$ cat config.mk
export PLATFORM = sky130hd
export DESIGN_NAME = fifo_flagged
export DESIGN_NICKNAME = d
export VERILOG_FILES = /design/src/rtl/fifo_flagged.sv
export SDC_FILE = /design/constraint.sdc
export NUM_CORES = 1
export LEC_CHECK = 0
export CAP_MARGIN = 20
export CORE_MARGIN = 2
export CORE_UTILIZATION = 49
export DETAILED_ROUTE_END_ITERATION = 10
export GPL_TIMING_DRIVEN = 0
export PLACE_DENSITY = 0.77
export SETUP_SLACK_MARGIN = 0.5
export SKIP_LAST_GASP = 1
export SYNTH_ARGS = -nofsm -noshare
export SYNTH_HDL_FRONTEND = slang
export SYNTH_SLANG_ARGS = --single-unit
$ cat constraint.sdc
create_clock -name clk -period 6.6 [get_ports clk]
set_input_delay 1.32 -clock clk [delete_from_list [all_inputs] [get_ports clk]]
set_output_delay 1.32 -clock clk [all_outputs]
set_load 0.02 [all_outputs]
$ cat src/rtl/fifo_flagged.sv
// Single-clock FIFO with occupancy count, almost-full/empty thresholds, flush and error pulses.
// Optional first-word-fall-through read path: define FIFO_FWFT_EN.
module fifo_flagged #(
    parameter int WIDTH     = 32,
    parameter int DEPTH     = 8,
    parameter int AF_THRESH = DEPTH - 2,
    parameter int AE_THRESH = 2
) (
    input  logic                   clk,
    input  logic                   rst,
    input  logic                   clr,
    input  logic [WIDTH-1:0]       wdata,
    input  logic                   wr_en,
    output logic                   full_flag,
    output logic                   almost_full,
    output logic                   overflow,
    output logic [WIDTH-1:0]       rdata,
    input  logic                   rd_en,
    output logic                   empty_flag,
    output logic                   almost_empty,
    output logic                   underflow,
    output logic [$clog2(DEPTH):0] count
);

    localparam int AW = $clog2(DEPTH);
    localparam int CW = AW + 1;

    if (WIDTH < 1 || DEPTH < 2 || (DEPTH & (DEPTH - 1)) != 0) begin : g_bad_size
        $error("fifo_flagged: WIDTH must be >=1 and DEPTH a power of two >=2");
    end
    if (AF_THRESH < 1 || AF_THRESH > DEPTH) begin : g_bad_af
        $error("fifo_flagged: AF_THRESH out of range 1..DEPTH");
    end
    if (AE_THRESH < 0 || AE_THRESH > DEPTH - 1) begin : g_bad_ae
        $error("fifo_flagged: AE_THRESH out of range 0..DEPTH-1");
    end

    logic [WIDTH-1:0] mem [DEPTH];

    logic [CW-1:0] wptr_q, wptr_d, rptr_q, rptr_d, count_q, count_d;
    logic          full_q, full_d, empty_q, empty_d;
    logic          af_q, af_d, ae_q, ae_d;
    logic          ovf_q, ovf_d, udf_q, udf_d;
    logic          wr_acc, rd_acc;

    assign wr_acc = wr_en & ~full_q;
    assign rd_acc = rd_en & ~empty_q;

    // Count is the pointer distance; the extra pointer MSB makes DEPTH distinct from 0.
    always_comb begin
        wptr_d = wptr_q;
        rptr_d = rptr_q;
        ovf_d  = 1'b0;
        udf_d  = 1'b0;
        if (clr) begin
            wptr_d = '0;
            rptr_d = '0;
        end else begin
            if (wr_acc) wptr_d = wptr_q + CW'(1);
            if (rd_acc) rptr_d = rptr_q + CW'(1);
            ovf_d = wr_en & full_q;
            udf_d = rd_en & empty_q;
        end
        count_d = wptr_d - rptr_d;
        full_d  = (count_d == CW'(DEPTH));
        empty_d = (count_d == '0);
        af_d    = (count_d >= CW'(AF_THRESH));
        ae_d    = (count_d <= CW'(AE_THRESH));
    end

    always_ff @(posedge clk or negedge rst) begin
        if (!rst) begin
            wptr_q  <= '0;
            rptr_q  <= '0;
            count_q <= '0;
            full_q  <= 1'b0;
            empty_q <= 1'b1;
            af_q    <= 1'b0;
            ae_q    <= 1'b1;
            ovf_q   <= 1'b0;
            udf_q   <= 1'b0;
        end else begin
            wptr_q  <= wptr_d;
            rptr_q  <= rptr_d;
            count_q <= count_d;
            full_q  <= full_d;
            empty_q <= empty_d;
            af_q    <= af_d;
            ae_q    <= ae_d;
            ovf_q   <= ovf_d;
            udf_q   <= udf_d;
        end
    end

    // Storage is deliberately not reset.
    always_ff @(posedge clk) begin
        if (wr_acc && !clr) mem[wptr_q[AW-1:0]] <= wdata;
    end

`ifdef FIFO_FWFT_EN
    assign rdata = empty_q ? '0 : mem[rptr_q[AW-1:0]];
`else
    logic [WIDTH-1:0] rdata_q, rdata_d;

    always_comb begin
        rdata_d = rdata_q;
        if (clr)         rdata_d = '0;
        else if (rd_acc) rdata_d = mem[rptr_q[AW-1:0]];
    end

    always_ff @(posedge clk or negedge rst) begin
        if (!rst) rdata_q <= '0;
        else      rdata_q <= rdata_d;
    end

    assign rdata = rdata_q;
`endif

    assign full_flag    = full_q;
    assign empty_flag   = empty_q;
    assign almost_full  = af_q;
    assign almost_empty = ae_q;
    assign overflow     = ovf_q;
    assign underflow    = udf_q;
    assign count        = count_q;

endmodule

==> run_results.csv, run 1 <==
group,metric,value,unit
outcome,status,"complete, no violations",
hold_path,min_path_type,"reg2reg",
layout,final_nets,736,
power_and_ir_drop,p_clk_share,32.4,%
timing,fmax,0.264,GHz
power_and_ir_drop,p_int,0.00357,W
synthesis,ys_types,40,
clocking,cts_hold_buf,0,
floorplanning,floorplan.rows,56,
critical_path,critPathArrivalTime,4.21,ns
drt,vias,5891,
critical_path,rr_endpoint,"full_flag",
synthesis,avgSynthCellArea,20.5,µm²
drt,drtIter0Drc,427,
timing,period_minus_slack,3.79,ns
synthesis,synth.most_common_cell,"edfxtp_1",
grt,grt_pass1_vias,6370,
power_and_ir_drop,irDropWorstVdd,0.000206,V
critical_path,end_kind,"flip-flop",
synthesis,netlist.area_leader.share,65.5,%
clocking,path_clk_slew,0.06,ns
grt,track_usage,20.4,%
synthesis,synth.top_cells.by_count,"edfxtp_1, mux4_2, dfrtp_1, nor2_1, a211oi_1",
critical_path,cp.required,7.02,ns
timing,setup_violations,0,
hold_path,worstHoldEndpoint,"rdata[12]",
power_and_ir_drop,netSwitchingPower,0.00122,W
synthesis,netlist_area,0.0117,mm²
placement,place_area,0.0132,mm²
drt,drtAntennaViolNets,0,
critical_path,regToRegSetupSlack,3.65,ns
synthesis,async_flop_share,16.3,%
placement,port_buffers,77,
drt,wl_per_cell,24.4,µm
critical_path,worstSetupStartpoint,"rd_en",
placement,gp_congestion,0.802,
synthesis,ys.flop_type,"edfxtp_1",
clocking,clock_latency,0.54,ns
power_and_ir_drop,leakagePower,4.59,nW
grt,overflow,0,
clocking,cts_buffer_depth,3,
drt,drtPass1Iterations,5,
power_and_ir_drop,pwr-share-seq,47.9,%
critical_path,cp_max_fo,10,
power_and_ir_drop,powerDensity,340,mW/mm²
drt,drt_wl_total,25300,µm
floorplanning,coreArea,0.0235,mm²
power_and_ir_drop,p_sw_share,25.5,%
placement,post-dp-hpwl,15600,µm
floorplanning,initial_core_util,50.0,%
timing,drv_slew,0,
timing,rsz0062_at_grt,"false",
grt,grt_max_degree,29,
clocking,post_cts_resized,0,
critical_path,rr_startpoint,"empty_flag",
clocking,post-cts-setup-buffers,0,
clocking,cts_tree,"done",
layout,final_cell_area,0.0141,mm²
drt,viasPerCell,5.69,
critical_path,critical_path_class,"in2reg",
drt,drc,0,
power_and_ir_drop,power,0.00479,W
grt,grt_first_pass_wirelength,38400,µm
clocking,h-tree-depth,1,
power_and_ir_drop,pwr-share-comb,19.7,%
synthesis,yosysTopAreaCell,"edfxtp_1",
timing,clock-skew-final,0.0114,ns
clocking,clock-root-buffer,"clkbuf_16",
timing,fin_crit_sh,57.5,%
layout,num_antenna_cells,0,
synthesis,synthesis.nets,616,
critical_path,worstSetupStartpointType,"input pin",
synthesis,ys_seq_elements,306,
clocking,cts.sinks,306,
synthesis,ys_seq_area_share,76.1,%
timing,relSlewSlack,32.9,%
layout,final_layout_size_suffix_gt1_share,19.8,%
layout,area_growth,19.9,%
synthesis,yosys_warnings,0,
timing,finalWorstSetupSlack,2.81,ns
grt,antenna_found_initial,1,
synthesis,synth.area.top_cells,"edfxtp_1, mux4_2, dfrtp_1",
timing,tightestPinTransition,1.01,ns
hold_path,hp-start,"rdata[12]",
clocking,cts_made_buffers,28,
synthesis,synth_edf_count,256,
floorplanning,pin_count,79,
floorplanning,die_x,159,µm
placement,dp_slack,2.36,ns
critical_path,rr_worst_depth,9,
flow_run,maxCapViolCount,0,
synthesis,synthCells,574,
floorplanning,die_h,159,µm
floorplanning,dieArea,0.0252,mm²
hold_path,hold_depth,2,
timing,hold_viol_final,0,
==> final cells by class <==
class                           count  area (µm²)
Sequential cell                   306        8940
Clock inverter                      4        47.5
Tap cell                          319         399
Multi-Input combinational cell    232        2700
Fill cell                        1618        9390
Clock buffer                       48         837
Buffer                             30         134
Inverter                            6        22.5
Timing Repair Buffer               90         996
==> cells in the final DEF, fill, tap and decap left out, drive strengths merged, types with 5 or more instances in the layout <==
master         synthesis  routed
a211oi                34      34
buf                   19      33
clkbuf                11      59
clkdlybuf4s50          0      76
dfrtp                 48      48
edfxtp               256     256
ha                     5       5
inv                    6       6
mux2i                 33      33
mux4                  64      64
nand2                  5       5
nand2b                 6       6
nor2                  43      43
nor3                   5       5
==> flip-flops by register name, summed over array words and instances, names as in the netlist <==
signal	flops
mem	256
rdata	32
count	4
rptr_q	4
wptr_q	4
almost_empty	1
almost_full	1
empty_flag	1
full_flag	1
overflow	1
underflow	1
==> cells by family (layout without fill, tap and decap cells) <==
kind of cell    Yosys count  in the layout  share of synthesized area [%]
fa+ha+maj                 5              5                          0.533
xor+xnor                  5              5                          0.373
buf+inv                  36            178                           1.33
mux                      97             97                           15.1
simple gates             75             75                           3.09
compound gates           50             50                           3.45
flops                   306            306                           76.1
==> worst max path at each step <==
stage,endpoint,cells past startpoint
after floorplan,mem[0][0],3
after global placement,mem[0][20],4
after detailed placement,full_flag,10
after CTS,full_flag,10
after global routing,full_flag,10
final,full_flag,10
==> worst max-delay path, cell delays in order <==
cell and delay (ns):
clkdlybuf4s50_1 0.55, and2b_1 0.25, buf_1 0.43, xnor2_1 0.12, nor2_1 0.19, ha_1 0.24, a311oi_1 0.06, o221a_2 0.34
or3_1 0.40, a211oi_1 0.32
==> power groups by stage <==
stage                     registers (W)  clock network [W]  logic, W
after floorplan                 0.00240                  0  0.000513
after global routing            0.00230            0.00165   0.00102
after detailed placement        0.00233                  0  0.000947
after global placement          0.00233                  0  0.000902
after CTS                       0.00229            0.00157  0.000961
final                           0.00229            0.00155  0.000945
==> layer usage <==
layer / track usage [%] / share of wire (%)
met5: 0 / 0
met4: 5.67 / 2.2
met3: 3.16 / 5.7
met2: 36.5 / 53
met1: 25.9 / 39
==> through the flow <==
stage	util (%)	setup TNS (ns)	cells	hold WS, ns
2_1_floorplan	-	0	574	0.569
3_3_place_gp	55.0	-45.04	970	0.558
3_5_place_dp	56.2	0	983	0.558
4_1_cts	60.0	0	1035	0.567
5_1_grt	60.0	0	1035	0.592
6_report	60.0	0	1035	0.566
Note: power is estimated with default switching activity, not from simulation.
==> run 2: changes to the inputs <==
Clock period 6.6 ns to 3.7 ns, I/O delays scaled along.
==> run 2 against run 1 <==
Hold slack got worse by 0.36 ns; highest routed layer unchanged; core utilization rose by 0.67 points; clock skew fell by 0.0041 ns.
==> run_results.csv, run 2 (synthesized netlist as in run 1, its figures left out) <==
group,metric,value,unit
outcome,status,"complete, no violations",
drt,vias,5873,
clocking,cts_hold_buf,0,
critical_path,slowest_stage,"clkdlybuf4s50_1",
drt,drt_wl_total,24400,µm
critical_path,end_kind,"flip-flop",
critical_path,slowest_delay,0.53,ns
grt,antenna_found_initial,0,
power_and_ir_drop,powerDensity,622,mW/mm²
layout,seq_area,0.00894,mm²
critical_path,crit_family,"simple AND/OR/NAND/NOR gates",
floorplanning,dieArea,0.0252,mm²
floorplanning,floorplan.rows,56,
clocking,cts.sinks,306,
clocking,cts_made_buffers,30,
power_and_ir_drop,power,0.00886,W
layout,multi_input_area,0.00271,mm²
floorplanning,die_x,159,µm
critical_path,crit_top_cell,"or2_2",
clocking,h-tree-depth,1,
clocking,clock_latency,0.55,ns
layout,final_cell_mix,"edfxtp_1, clkdlybuf4s50_1, mux4_2",
clocking,path_clk_slew,0.06,ns
grt,overflow,0,
power_and_ir_drop,irDropWorstVdd,0.000373,V
hold_path,min_path_type,"in2async",
layout,area_growth,21.2,%
timing,fin_crit_sh,81.2,%
clocking,cts_buffer_depth,3,
grt,grt_first_pass_wirelength,38000,µm
floorplanning,initial_core_util,50.0,%
layout,largest_reg_flops,256,
timing,period_minus_slack,3.01,ns
floorplanning,pin_count,79,
timing,rsz0062_at_grt,"false",
critical_path,cp.required,4.14,ns
drt,drtAntennaViolNets,0,
drt,wl_per_cell,23.5,µm
timing,setup_violations,0,
layout,final_layout_size_suffix_gt1_share,20.9,%
critical_path,path_cells,"clkdlybuf4s50_1, and2b_1, nand2_1, xor2_1, or2_2, ha_1, or2_2, o221a_2, or3_1, a211oi_1",
timing,drv_slew,0,
drt,viasPerCell,5.66,
layout,fill_cells,1637,
flow_run,maxCapViolCount,0,
grt,grt_max_degree,27,
layout,final_common_cell,"edfxtp_1",
timing,whs,0.204,ns
clocking,clock-root-buffer,"clkbuf_16",
placement,gp_congestion,0.775,
floorplanning,die_h,159,µm
drt,drc,0,
floorplanning,coreArea,0.0235,mm²
placement,place_area,0.0132,mm²
clocking,post-cts-setup-buffers,0,
layout,final_nets,736,
drt,drtPass1Iterations,5,
timing,hold_viol_final,0,
clocking,cts_tree,"done",
critical_path,crit_buf_inv,1,
critical_path,critPathArrivalTime,3.45,ns
placement,port_buffers,77,
layout,num_antenna_cells,0,
drt,drtIter0Drc,484,
timing,fmax,0.333,GHz
placement,post-dp-hpwl,15400,µm
timing,tightestPinTransition,0.939,ns
layout,final_cell_area,0.0142,mm²
grt,grt_pass1_vias,6450,
critical_path,worstSetupStartpointType,"input pin",
critical_path,cp_max_fo,4,
power_and_ir_drop,leakagePower,4.66,nW
grt,track_usage,19.9,%
timing,clock-skew-final,0.00734,ns
critical_path,critical_path_class,"in2reg",
timing,relSlewSlack,37.4,%
==> run 2: cell count changes in the layout (fill, tap and decap cells not counted), moves of 2 or more <==
cell       previous run  this run
buf_16                2         5
buf_6                 5         1
bufinv_16             1         4
clkbuf_1             26        21
clkbuf_16            29        31
clkbuf_8              4         2
clkinv_2              1         6
nor3_2                3         1
nor3_4                0         2
==> run 2: routing by layer <==
metal	GRT usage (%)	wire (µm)	up-vias
met3	3.68	1680	47
met5	0	0	-
met1	26.5	9690	3045
met2	33.8	12400	207
met4	6.13	617	0
li1	-	-	2574
==> run 2: final cells by class <==
type	count	share of cell area (%)
clock buffer	43	5.91
inverter	6	0.158
buffer	30	0.949
multi-input combinational	232	19.1
tap	319	2.80
timing repair buffer	88	7.12
sequential	306	62.8
clock inverter	13	1.20
==> run 2: what timing repair did <==
action / 4_1_cts / 5_1_grt
hold endpoints to repair: 0 / 0
endpoints found under the setup margin: 0 / 3
resized for setup: 0 / 1
==> run 2: path summary, 6_finish.rpt <==
path	slack, ns	startpoint	cells past startpoint	to
setup / recovery	0.69	rd_en	10	full_flag
setup reg to reg	0.82	rptr_q[0]	9	full_flag
hold reg to reg	0.56	rdata[11]	2	rdata[11]
max in group asynchronous	2.91	rst	2	rdata[20]
min in group clk	0.56	rdata[11]	2	rdata[11]
hold / removal	0.20	rst	1	count[3]
==> run 2: where the power goes <==
group | leakage (nW) | internal [W] | switching (W)
Sequential | 2.97 | 0.00398 | 0.000112
Combinational | 1.20 | 0.000798 | 0.000892
Clock | 0.494 | 0.00186 | 0.00122
==> run 2: per-stage QoR <==
stage | setup WS, ns | std cells | utilization (%) | setup TNS, ns
2_1_floorplan | 0.623 | 574 | - | 0
3_3_place_gp | -1.34 | 970 | 55.1 | -309.61
3_5_place_dp | -0.000229 | 981 | 56.3 | -0.000229
4_1_cts | 0.565 | 1037 | 60.6 | 0
5_1_grt | 0.597 | 1037 | 60.7 | 0
6_report | 0.694 | 1037 | 60.7 | 0
